--- src/rtl/decode_prefetch_queue.sv ---
// decode_prefetch_queue: byte prefetch FIFO that assembles 1-3 byte instructions tagged with their PC.
module decode_prefetch_queue #(
  parameter int DEPTH = 8,
  parameter int PC_W = 16,
  parameter logic [PC_W-1:0] RESET_PC = '0,
  localparam int AW = $clog2(DEPTH),
  localparam int LW = $clog2(DEPTH + 1)
) (
  input  logic            clk,
  input  logic            rst,
  input  logic            in_valid,
  input  logic [7:0]      in_data,
  output logic            in_ready,
  input  logic            flush,
  input  logic [PC_W-1:0] flush_pc,
  output logic            inst_valid,
  input  logic            inst_ready,
  output logic [7:0]      inst_opcode,
  output logic [7:0]      inst_op1,
  output logic [7:0]      inst_op2,
  output logic [1:0]      inst_len,
  output logic [PC_W-1:0] inst_pc,
  output logic [LW-1:0]   level
);
  logic [7:0]      mem_q [DEPTH];
  logic [AW-1:0]   wp_q, wp_d, rp_q, rp_d;
  logic [LW-1:0]   level_q, level_d;
  logic            valid_q, valid_d;
  logic [7:0]      op_q, op_d, op1_q, op1_d, op2_q, op2_d;
  logic [1:0]      len_q, len_d, hlen;
  logic [PC_W-1:0] pc_q, pc_d, next_pc_q, next_pc_d;
  logic [7:0]      h0, h1, h2;
  logic            push, issue, len1, len3;
  assign h0 = mem_q[rp_q];
  assign h1 = mem_q[rp_q + AW'(1)];
  assign h2 = mem_q[rp_q + AW'(2)];
  assign len1 = h0 == 8'h00 || h0 == 8'h40 || h0 == 8'h60 || (h0[3:2] == 2'b10 && !h0[0]);
  assign len3 = h0 == 8'h20 || h0[4:2] == 3'b011 || h0[4:3] == 2'b11;
  assign hlen = len1 ? 2'd1 : len3 ? 2'd3 : 2'd2;
  assign in_ready = level_q < LW'(DEPTH) && !flush;
  assign push = in_valid && in_ready;
  // head bytes only count once registered, so a byte never issues in its own push cycle
  assign issue = level_q >= LW'(hlen) && (!valid_q || inst_ready) && !flush;
  always_comb begin
    wp_d = wp_q;
    rp_d = rp_q;
    level_d = level_q;
    valid_d = valid_q;
    op_d = op_q;
    op1_d = op1_q;
    op2_d = op2_q;
    len_d = len_q;
    pc_d = pc_q;
    next_pc_d = next_pc_q;
    if (flush) begin
      wp_d = '0;
      rp_d = '0;
      level_d = '0;
      valid_d = 1'b0;
      next_pc_d = flush_pc;
    end else begin
      wp_d = push ? wp_q + AW'(1) : wp_q;
      level_d = level_q + LW'(push) - (issue ? LW'(hlen) : LW'(0));
      if (issue) begin
        rp_d = rp_q + AW'(hlen);
        valid_d = 1'b1;
        op_d = h0;
        op1_d = hlen >= 2'd2 ? h1 : 8'h00;
        op2_d = hlen == 2'd3 ? h2 : 8'h00;
        len_d = hlen;
        pc_d = next_pc_q;
        next_pc_d = next_pc_q + PC_W'(hlen);
      end else if (inst_ready) begin
        valid_d = 1'b0;
      end
    end
  end
  always_ff @(posedge clk)
    if (push) mem_q[wp_q] <= in_data;
  always_ff @(posedge clk or posedge rst) begin
    if (rst) begin
      wp_q <= '0;
      rp_q <= '0;
      level_q <= '0;
      valid_q <= 1'b0;
      op_q <= '0;
      op1_q <= '0;
      op2_q <= '0;
      len_q <= 2'd1;
      pc_q <= RESET_PC;
      next_pc_q <= RESET_PC;
    end else begin
      wp_q <= wp_d;
      rp_q <= rp_d;
      level_q <= level_d;
      valid_q <= valid_d;
      op_q <= op_d;
      op1_q <= op1_d;
      op2_q <= op2_d;
      len_q <= len_d;
      pc_q <= pc_d;
      next_pc_q <= next_pc_d;
    end
  end
  assign inst_valid = valid_q;
  assign inst_opcode = op_q;
  assign inst_op1 = op1_q;
  assign inst_op2 = op2_q;
  assign inst_len = len_q;
  assign inst_pc = pc_q;
  assign level = level_q;
endmodule
--- config.mk ---
export PLATFORM = sky130hd
export DESIGN_NAME = decode_prefetch_queue
export DESIGN_NICKNAME = d
export VERILOG_FILES = /design/src/rtl/decode_prefetch_queue.sv
export SDC_FILE = /design/constraint.sdc
export NUM_CORES = 1
export LEC_CHECK = 0
export BUFFER_PORTS_ARGS = -buffer_cell sky130_fd_sc_hd__buf_4
export CAP_MARGIN = 20
export CORE_ASPECT_RATIO = 0.9
export CORE_MARGIN = 1.5
export CORE_UTILIZATION = 60
export CTS_CLUSTER_DIAMETER = 60
export DETAILED_ROUTE_END_ITERATION = 6
export HOLD_SLACK_MARGIN = 0.02
export PLACE_DENSITY = 0.82
export SYNTH_ARGS = -nofsm -noshare
export SYNTH_HDL_FRONTEND = slang
export SYNTH_SLANG_ARGS = --single-unit
--- constraint.sdc ---
create_clock -name clk -period 7.7 [get_ports clk]
set_clock_uncertainty 0.2 [all_clocks]
set_input_delay 0.77 -clock clk [delete_from_list [all_inputs] [get_ports clk]]
set_output_delay 0.77 -clock clk [all_outputs]
set_load 0.02 [all_outputs]
==> flow_metrics.env, run 1 <==
export IMPL_globalplace_congestion=0.869
export IMPL_p_per_area_nw_per_um2=395
export IMPL_via_per_inst=6.20
export IMPL_min_period_over_period_pct=74.9
export IMPL_dp_hpwl_um=10200
export IMPL_drc_errors=0
export IMPL_slowest_stage="dfrtp_2"
export IMPL_cp_arrival_ns=5.85
export IMPL_p_leak_nw=3.18
export IMPL_end_kind="flip-flop"
export IMPL_ctsHoldBuffers=0
export IMPL_synth_common_cells="97 x nand2_1, 68 x dfrtp_1, 64 x edfxtp_1"
export IMPL_synth_area_leaders="edfxtp_1 29%, dfrtp_1 26%, mux4_2 15%, nand2_1 5.5%, mux2i_1 3.0%"
export IMPL_slowest_delay_ns=0.74
export IMPL_crit_top_cell="ha_1"
export IMPL_cts_root_buf="clkbuf_16"
export IMPL_maxCapViolations=0
export IMPL_synth_nets=549
export IMPL_slew_violations=0
export IMPL_status="finished, final reports clean"
export IMPL_core_area_um2=10800
export IMPL_ys_dominant_reg_cell="dfrtp_1"
export IMPL_boundaryPins=77
export IMPL_grt_max_degree=70
export IMPL_grt_overflow=0
export IMPL_clock_sinks=133
export IMPL_final_layout_size_suffix_gt1_share_pct=30.4
export IMPL_wl_per_cell_um=20.6
export IMPL_fin_nets=625
export IMPL_wl_um=14900
export IMPL_die_w_um=113
export IMPL_ctsHtreeMaxLevel=4
export IMPL_drt_antenna_violating_nets=0
export IMPL_clk_latency_ns=0.42
export IMPL_worst_path_buf_inv=2
export IMPL_synth_seq_cells=133
export IMPL_ctsResizeCount=0
export IMPL_synth_area_per_cell_um2=13.1
export IMPL_cp_start_kind="flip-flop"
export IMPL_hold_viol=0
export IMPL_final_setup_tns_ns=0
export IMPL_clockBufferDepth=2
export IMPL_hold_path_class="flip-flop to flip-flop"
export IMPL_synth_edf_count=64
export IMPL_fin_area_um2=7850
export IMPL_grt_antenna_before_repair=0
export IMPL_drtIter0Drc=527
export IMPL_routed_via_count=4494
export IMPL_syn_to_final_growth_pct=19.5
export IMPL_portBuffers=76
export IMPL_ir_drop_v=0.000207
export IMPL_required_ns=7.79
export IMPL_async_reset_ff_share_pct=51.9
export IMPL_ys_types=51
export IMPL_die_area_um2=11600
export IMPL_crit_family="compound AO/OA/AOI/OAI gates"
export IMPL_place_area_um2=7260
export IMPL_netlist_area_um2=6570
export IMPL_die_h_um=102
export IMPL_rows=36
export IMPL_setup_viol=0
export IMPL_n_antenna_cell=0
export IMPL_yosys_warnings=0
export IMPL_first_global_vias=4488
export IMPL_path_clk_slew_ns=0.06
export IMPL_rsz0062_at_grt="no"
export IMPL_synthCells=503
export IMPL_first_pass_iters=5
export IMPL_crit_type="flip-flop to flip-flop"
export IMPL_min_period_ns=5.77
export IMPL_max_freq_mhz=173
export IMPL_tightestPinTransition_ns=1.04
export IMPL_post_cts_buffers=0
export IMPL_post_synth_top_area_cell="edfxtp_1"
export IMPL_path_cells="buf_4, mux4_2, mux2i_1, o2111ai_1, a211o_1, inv_2, ha_1, a21oi_1, o21a_1, nor3_2, nand2_2, ha_1, ha_1, a21o_1, a21oi_1, xnor2_1, nor2_1"
export IMPL_gr_usage_all_layers_pct=27.9
export IMPL_numCtsBuffers=17
export IMPL_cts_tree="yes"
export IMPL_crit_fanout=27
export IMPL_grt_pass1_wl_um=23500
export IMPL_yosys_cell_count_top_type="nand2_1"
export IMPL_start_util_pct=61.0
export IMPL_slew_headroom_pct=30.3
export IMPL_seq_area_frac_synth_pct=55.6
export IMPL_synth_top_cell_area_share_pct=29.3
==> worst reg2reg max path, stage by stage, from the launching register on <==
cell       delay, ns
dfrtp_2         0.74
buf_4           0.48
mux4_2          0.58
mux2i_1         0.35
o2111ai_1       0.18
a211o_1         0.45
inv_2           0.11
ha_1            0.15
a21oi_1         0.05
o21a_1          0.23
nor3_2          0.54
nand2_2         0.31
ha_1            0.41
ha_1            0.31
a21o_1          0.15
a21oi_1         0.16
xnor2_1         0.15
nor2_1          0.07
==> metal layers <==
metal | share of wire (%) | up-vias | wire length, µm | global-route usage (%)
li1 | - | 2002 | - | -
met1 | 40 | 2248 | 6000 | 36.3
met2 | 50 | 207 | 7410 | 45.1
met3 | 7.3 | 37 | 1090 | 7.89
met4 | 2.7 | 0 | 398 | 11.9
met5 | 0 | - | 0 | 0
==> per-stage QoR <==
stage | hold slack, ns | setup slack (ns) | utilization (%) | std cells | power [mW]
after detailed placement | 0.268 | 2.01 | 67.4 | 693 | 2.30
final | 0.277 | 1.93 | 72.9 | 725 | 3.10
after floorplan | 0.254 | 3.00 | - | 503 | 1.88
after global routing | 0.301 | 1.50 | 72.9 | 725 | 3.27
after CTS | 0.282 | 1.94 | 72.9 | 725 | 3.11
after global placement | 0.263 | 2.21 | 67.4 | 693 | 2.25
==> power breakdown <==
part	internal, mW	switching (mW)	leakage [nW]
sequential	0.899	0.121	1.44
combinational	0.548	0.726	1.45
clock	0.484	0.320	0.283
total	1.93	1.17	3.18
==> cell families (layout without fill, tap and decap cells) <==
group | count (synthesis) | after routing | synth area share, %
compound gates | 59 | 59 | 5.83
fa+ha+maj | 17 | 17 | 3.58
flops | 133 | 133 | 55.6
mux | 69 | 69 | 18.9
xor+xnor | 15 | 15 | 2.00
buf+inv | 42 | 131 | 2.72
simple gates | 168 | 168 | 11.4
==> cells in the final DEF (no fill, tap or decap), drive strengths merged, types with 4 or more instances in the layout <==
cell type	synthesis	final
nand2	98	98
buf	11	82
dfrtp	68	68
edfxtp	64	64
mux4	43	43
o21ai	39	39
inv	16	22
nor2	21	21
mux2i	21	21
clkbuf	14	17
ha	14	14
nand3	11	11
xor2	10	10
nor2b	8	8
a21oi	7	7
nor3	6	6
nand2b	5	5
xnor2	5	5
nand4	5	5
mux2	5	5
clkinv	1	5
and2	4	4
==> sequential cells by signal (all words and copies together), names as in the netlist <==
name / cells
inst_valid: 1
inst_op1: 8
level: 4
next_pc_q: 16
inst_op2: 8
inst_len: 2
inst_pc: 16
rp_q: 3
mem_q: 64
inst_opcode: 8
wp_q: 3
==> final timing paths <==
check	startpoint	to	slack (ns)	cells past startpoint
min	inst_pc[12]	inst_pc[12]	0.28	2
max reg2reg	rp_q[0]	level[3]	1.93	17
min reg2reg	inst_pc[12]	inst_pc[12]	0.28	2
max in group asynchronous	rst	rp_q[0]	6.27	3
max	rp_q[0]	level[3]	1.93	17
min in group asynchronous	rst	inst_pc[3]	0.41	3
==> layout make-up <==
type	count	area (µm²)
flip-flops and latches	133	3650
fillers	734	2910
multi-input cells	328	2760
repair buffers	82	616
clock buffers	17	425
clock inverters	15	169
well taps	133	166
inverters	17	63.8
Power figures use the tool's default switching activity.
==> inputs of run 2 (changes only) <==
Settings changed: ABC_AREA set to 1, CORE_UTILIZATION 60 to 59, PLACE_DENSITY 0.82 to 0.8.
Clock period 7.7 ns to 5.67 ns, I/O delays scaled along.
==> flow_metrics.env, run 2 <==
export IMPL_async_reset_ff_share_pct=51.9
export IMPL_routed_via_count=5763
export IMPL_required_ns=5.82
export IMPL_slew_headroom_pct=32.2
export IMPL_clk_latency_ns=0.43
export IMPL_ctsResizeCount=0
export IMPL_grt_overflow=0
export IMPL_r2r_cells=23
export IMPL_first_global_vias=5576
export IMPL_status="finished, final reports clean"
export IMPL_final_layout_size_suffix_gt1_share_pct=16.8
export IMPL_synthCells=783
export IMPL_r2r_end="level[3]"
export IMPL_top_register="mem_q"
export IMPL_die_area_um2=12300
export IMPL_min_period_ns=4.97
export IMPL_grt_antenna_before_repair=0
export IMPL_start_util_pct=60.2
export IMPL_cts_root_buf="clkbuf_16"
export IMPL_post_synth_top_area_cell="edfxtp_1"
export IMPL_netlist_area_um2=6860
export IMPL_setup_viol=0
export IMPL_cts_tree="yes"
export IMPL_wl_per_cell_um=16.5
export IMPL_final_cell_mix="285 x nand2_1, 82 x buf_4, 67 x dfrtp_1"
export IMPL_globalplace_congestion=0.893
export IMPL_synth_area_leaders="edfxtp_1 28%, dfrtp_1 25%, nand2_1 16%, nand3_1 3.5%, o21ai_0 3.4%"
export IMPL_rsz0062_at_grt="no"
export IMPL_min_to="next_pc_q[2]"
export IMPL_hold_viol=0
export IMPL_min_period_over_period_pct=87.7
export IMPL_total_power_mw=4.53
export IMPL_max_freq_mhz=201
export IMPL_rows=37
export IMPL_p_per_area_nw_per_um2=568
export IMPL_largest_reg_flops=64
export IMPL_post_cts_buffers=0
export IMPL_synth_top_cell_area_share_pct=28.0
export IMPL_clockBufferDepth=2
export IMPL_maxCapViolations=0
export IMPL_ir_drop_v=0.000288
export IMPL_drt_antenna_violating_nets=0
export IMPL_numCtsBuffers=17
export IMPL_yosys_cell_count_top_type="nand2_1"
export IMPL_end_kind="flip-flop"
export IMPL_path_clk_slew_ns=0.06
export IMPL_hold_path_class="input pin to flip-flop"
export IMPL_n_antenna_cell=0
export IMPL_dp_hpwl_um=11800
export IMPL_die_w_um=117
export IMPL_crit_type="flip-flop to flip-flop"
export IMPL_final_setup_tns_ns=0
export IMPL_cp_start_kind="flip-flop"
export IMPL_synth_nets=829
export IMPL_fin_nets=896
export IMPL_grt_pass1_wl_um=27100
export IMPL_p_leak_nw=3.68
export IMPL_reg2reg_from="rp_q[0]"
export IMPL_min_from="flush_pc[2]"
export IMPL_first_pass_iters=6
export IMPL_ys_dominant_reg_cell="dfrtp_1"
export IMPL_synth_seq_cells=133
export IMPL_clock_sinks=133
export IMPL_tightestPinTransition_ns=1.01
export IMPL_crit_fanout=74
export IMPL_synth_edf_count=64
export IMPL_gr_usage_all_layers_pct=29.3
export IMPL_boundaryPins=77
export IMPL_mostFrequentLayoutCell="nand2_1"
export IMPL_critPathLaunch="rp_q[0]"
export IMPL_ys_types=42
export IMPL_yosys_warnings=0
export IMPL_via_per_inst=5.66
export IMPL_rrSetupSlack_ns=0.70
export IMPL_drtIter0Drc=691
export IMPL_synth_common_cells="286 x nand2_1, 68 x dfrtp_1, 64 x edfxtp_1"
export IMPL_syn_to_final_growth_pct=16.3
export IMPL_slew_violations=0
export IMPL_seq_area_frac_synth_pct=53.2
export IMPL_cp_arrival_ns=5.13
export IMPL_ctsHtreeMaxLevel=4
export IMPL_core_area_um2=11400
export IMPL_drc_errors=0
export IMPL_ctsHoldBuffers=0
export IMPL_wl_um=16800
export IMPL_synth_area_per_cell_um2=8.76
export IMPL_hold_path_depth=3
export IMPL_grt_max_degree=75
export IMPL_portBuffers=76
export IMPL_die_h_um=105
[run 2: layout make-up]
class / count / area (µm²)
timing repair buffer: 82 / 616
multi-input combinational: 548 / 2740
sequential: 133 / 3650
clock inverter: 4 / 22.5
fill: 886 / 3410
tap: 156 / 195
clock buffer: 28 / 497
inverter: 68 / 258
[run 2: cell families (layout without fill, tap and decap cells)]
family | Yosys count | in the layout | share of synthesized area [%]
AND/OR/NAND/NOR | 400 | 400 | 24.7
AO/OA/AOI/OAI | 123 | 123 | 10.7
flip-flops | 133 | 133 | 53.2
adder cells (fa/ha/maj) | 17 | 17 | 3.43
XOR/XNOR | 8 | 8 | 1.02
buffers and inverters | 102 | 182 | 6.90
[run 2: worst max-delay path by stage]
stage	end	slack [ns]
floorplan	level[3]	1.68
global placement	level[3]	1.09
detailed placement	level[3]	0.74
CTS	level[3]	0.76
global route	level[3]	0.34
finish	level[3]	0.70
[run 2: critical path: stages, from the launching register on]
cell and delay [ns]:
dfrtp_2 0.38, buf_4 0.52, nand2_1 0.16, nand3_1 0.13, nand2_1 0.06, nor2_1 0.24, nand2_1 0.10, nor2_2 0.13
nand2_4 0.09, nand2_4 0.09, ha_1 0.16, inv_1 0.07, o21bai_1 0.17, nand2_1 0.08, nand3_1 0.08, nand2_1 0.16
nor2_2 0.40, nand3_4 0.30, ha_1 0.43, ha_1 0.31, a21o_1 0.17, a21oi_1 0.18, o21ai_0 0.11, a21oi_1 0.15
[run 2: per-stage QoR]
step	instances	util, %	setup WS [ns]	hold WS (ns)	area [µm²]
6_report	1019	70.0	0.695	0.160	7980
5_1_grt	1019	70.0	0.340	0.153	7980
4_1_cts	1019	70.0	0.763	0.150	7980
3_5_place_dp	987	65.5	0.744	0.265	7460
3_3_place_gp	987	65.5	1.09	0.261	7460
2_1_floorplan	783	-	1.68	0.276	6860
[run 2: per-layer routing]
metal  routed length, µm  vias up  track usage, %  part of all wire, %
li1                    -     2731               -                    -
met1                6890     2708            38.0                   41
met2                8080      286            46.1                   48
met3                1410       38            7.36                  8.4
met4                 431        0            13.9                  2.6
met5                   0        -               0                    0
[run 2: power by group]
part / internal [mW] / leakage (nW) / switching, mW
Clock: 0.590 / 0.252 / 0.386
Sequential: 1.25 / 1.44 / 0.165
Combinational: 0.741 / 1.99 / 1.40
Total: 2.58 / 3.68 / 1.95
==> inputs of run 3 (changes only) <==
Settings changed: ABC_AREA 1 to unset, PLACE_DENSITY 0.8 to 0.81.
==> flow_metrics.env, run 3 (same netlist as run 1, synthesis figures left out) <==
export IMPL_drtIter0Drc=382
export IMPL_via_per_inst=5.98
export IMPL_cts_root_buf="clkbuf_16"
export IMPL_final_setup_tns_ns=0
export IMPL_crit_fanout=23
export IMPL_clk_latency_ns=0.43
export IMPL_ctsHtreeMaxLevel=4
export IMPL_post_cts_buffers=0
export IMPL_min_period_over_period_pct=90.8
export IMPL_fillerInstances=703
export IMPL_wl_per_cell_um=19.8
export IMPL_boundaryPins=77
export IMPL_hold_viol=0
export IMPL_path_cells="buf_12, mux4_2, mux2i_1, o2111ai_1, a211o_1, inv_2, ha_1, a21oi_1, o21a_1, nor3_2, nand2_2, ha_1, ha_1, a21o_1, a21oi_1, xnor2_1, nor2_1"
export IMPL_globalplace_congestion=0.825
export IMPL_cts_tree="yes"
export IMPL_hold_ws_ns=0.157
export IMPL_rsz0062_at_grt="no"
export IMPL_maxCapViolations=0
export IMPL_core_area_um2=10900
export IMPL_mostFrequentLayoutCell="nand2_1"
export IMPL_final_setup_worst_slack_ns=0.523
export IMPL_syn_to_final_growth_pct=20.3
export IMPL_gr_usage_all_layers_pct=27.2
export IMPL_hold_path_class="input pin to flip-flop"
export IMPL_die_h_um=103
export IMPL_die_area_um2=11800
export IMPL_clockBufferDepth=2
export IMPL_die_w_um=114
export IMPL_n_antenna_cell=0
export IMPL_dp_cells=717
export IMPL_grt_pass1_wl_um=23400
export IMPL_slew_headroom_pct=24.7
export IMPL_grt_max_degree=70
export IMPL_ir_drop_v=0.000287
export IMPL_slowest_stage="dfrtp_2"
export IMPL_min_period_ns=5.15
export IMPL_end_kind="flip-flop"
export IMPL_rows=36
export IMPL_ctsHoldBuffers=0
export IMPL_first_pass_iters=5
export IMPL_dp_slack_ns=0.526
export IMPL_portBuffers=76
export IMPL_cp_arrival_ns=5.24
export IMPL_crit_top_cell="ha_1"
export IMPL_largest_reg_flops=64
export IMPL_area_sequential_um2=3650
export IMPL_ctsResizeCount=0
export IMPL_wl_um=14800
export IMPL_dp_hpwl_um=10500
export IMPL_cp_start_kind="flip-flop"
export IMPL_path_clk_slew_ns=0.06
export IMPL_final_layout_size_suffix_gt1_share_pct=30.3
export IMPL_grt_antenna_before_repair=0
export IMPL_final_cell_mix="97 x nand2_1, 86 x buf_4, 67 x dfrtp_1"
export IMPL_max_freq_mhz=194
export IMPL_p_per_area_nw_per_um2=529
export IMPL_setup_viol=0
export IMPL_first_global_vias=4472
export IMPL_slew_violations=0
export IMPL_tightestPinTransition_ns=1.13
export IMPL_layout_cells_non_filler=749
export IMPL_slowest_delay_ns=0.69
export IMPL_clock_sinks=133
export IMPL_top_register="mem_q"
export IMPL_drt_antenna_violating_nets=0
export IMPL_routed_via_count=4476
export IMPL_drc_errors=0
export IMPL_utilization_pct=72.8
export IMPL_worst_path_buf_inv=2
export IMPL_crit_family="compound AO/OA/AOI/OAI gates"
export IMPL_grt_overflow=0
export IMPL_numCtsBuffers=17
export IMPL_required_ns=5.76
export IMPL_multi_input_area_um2=2750
export IMPL_p_leak_nw=3.19
export IMPL_fin_nets=630
export IMPL_crit_type="flip-flop to flip-flop"
export IMPL_start_util_pct=60.5
export IMPL_status="finished, final reports clean"
## run 3: cell count changes in the layout (fill, tap and decap cells not counted), sizes merged, moves of 11 or more
cell / delta
nand2: -195
a21oi: -25
inv: -49
mux2i: +21
o21ai: -19
nor2: -17
clkbuf: -11
nand3: -39
mux4: +43
## run 3: final cells by class
class | count | area share [%]
Tap cell | 152 | 2.41
Sequential cell | 133 | 46.2
Multi-Input combinational cell | 328 | 34.8
Timing Repair Buffer | 87 | 8.42
Clock buffer | 17 | 5.38
Clock inverter | 15 | 1.98
Inverter | 17 | 0.807
## run 3: worst paths after layout
check | cells after the start | to | slack, ns | from
max in group asynchronous | 3 | rp_q[0] | 4.48 | rst
hold / removal | 3 | next_pc_q[5] | 0.16 | flush_pc[5]
setup reg to reg | 17 | level[3] | 0.52 | rp_q[0]
hold reg to reg | 2 | inst_pc[12] | 0.27 | inst_pc[12]
setup / recovery | 17 | level[3] | 0.52 | rp_q[0]
min in group asynchronous | 3 | inst_pc[4] | 0.20 | rst
## run 3: stage by stage
stage | total power [mW] | cell area [µm²]
4_1_cts | 4.21 | 7900
5_1_grt | 4.41 | 7900
2_1_floorplan | 2.55 | 6570
6_report | 4.18 | 7900
3_3_place_gp | 3.07 | 7320
3_5_place_dp | 3.13 | 7320
## run 3: worst reg2reg max path: stages, from the launching register on
cell and delay [ns]:
dfrtp_2 0.69, buf_12 0.26, mux4_2 0.56, mux2i_1 0.31, o2111ai_1 0.18, a211o_1 0.45, inv_2 0.12, ha_1 0.15
a21oi_1 0.05, o21a_1 0.23, nor3_2 0.35, nand2_2 0.24, ha_1 0.39, ha_1 0.31, a21o_1 0.16, a21oi_1 0.19
xnor2_1 0.14, nor2_1 0.06
## run 3: report_power, final
group / leakage (nW) / internal, mW / switching (mW)
combinational: 1.47 / 0.765 / 0.937
sequential: 1.44 / 1.22 / 0.191
clock: 0.275 / 0.647 / 0.421
total: 3.19 / 2.63 / 1.55
## run 3: layer usage
metal	vias to the layer above	GRT usage [%]	wire (µm)	part of all wire, %
met5	-	0	0	0
met4	0	10.7	211	1.4
met3	21	7.70	1030	7.0
met2	204	44.0	7430	50
met1	2240	35.7	6170	42
li1	2011	-	-	-
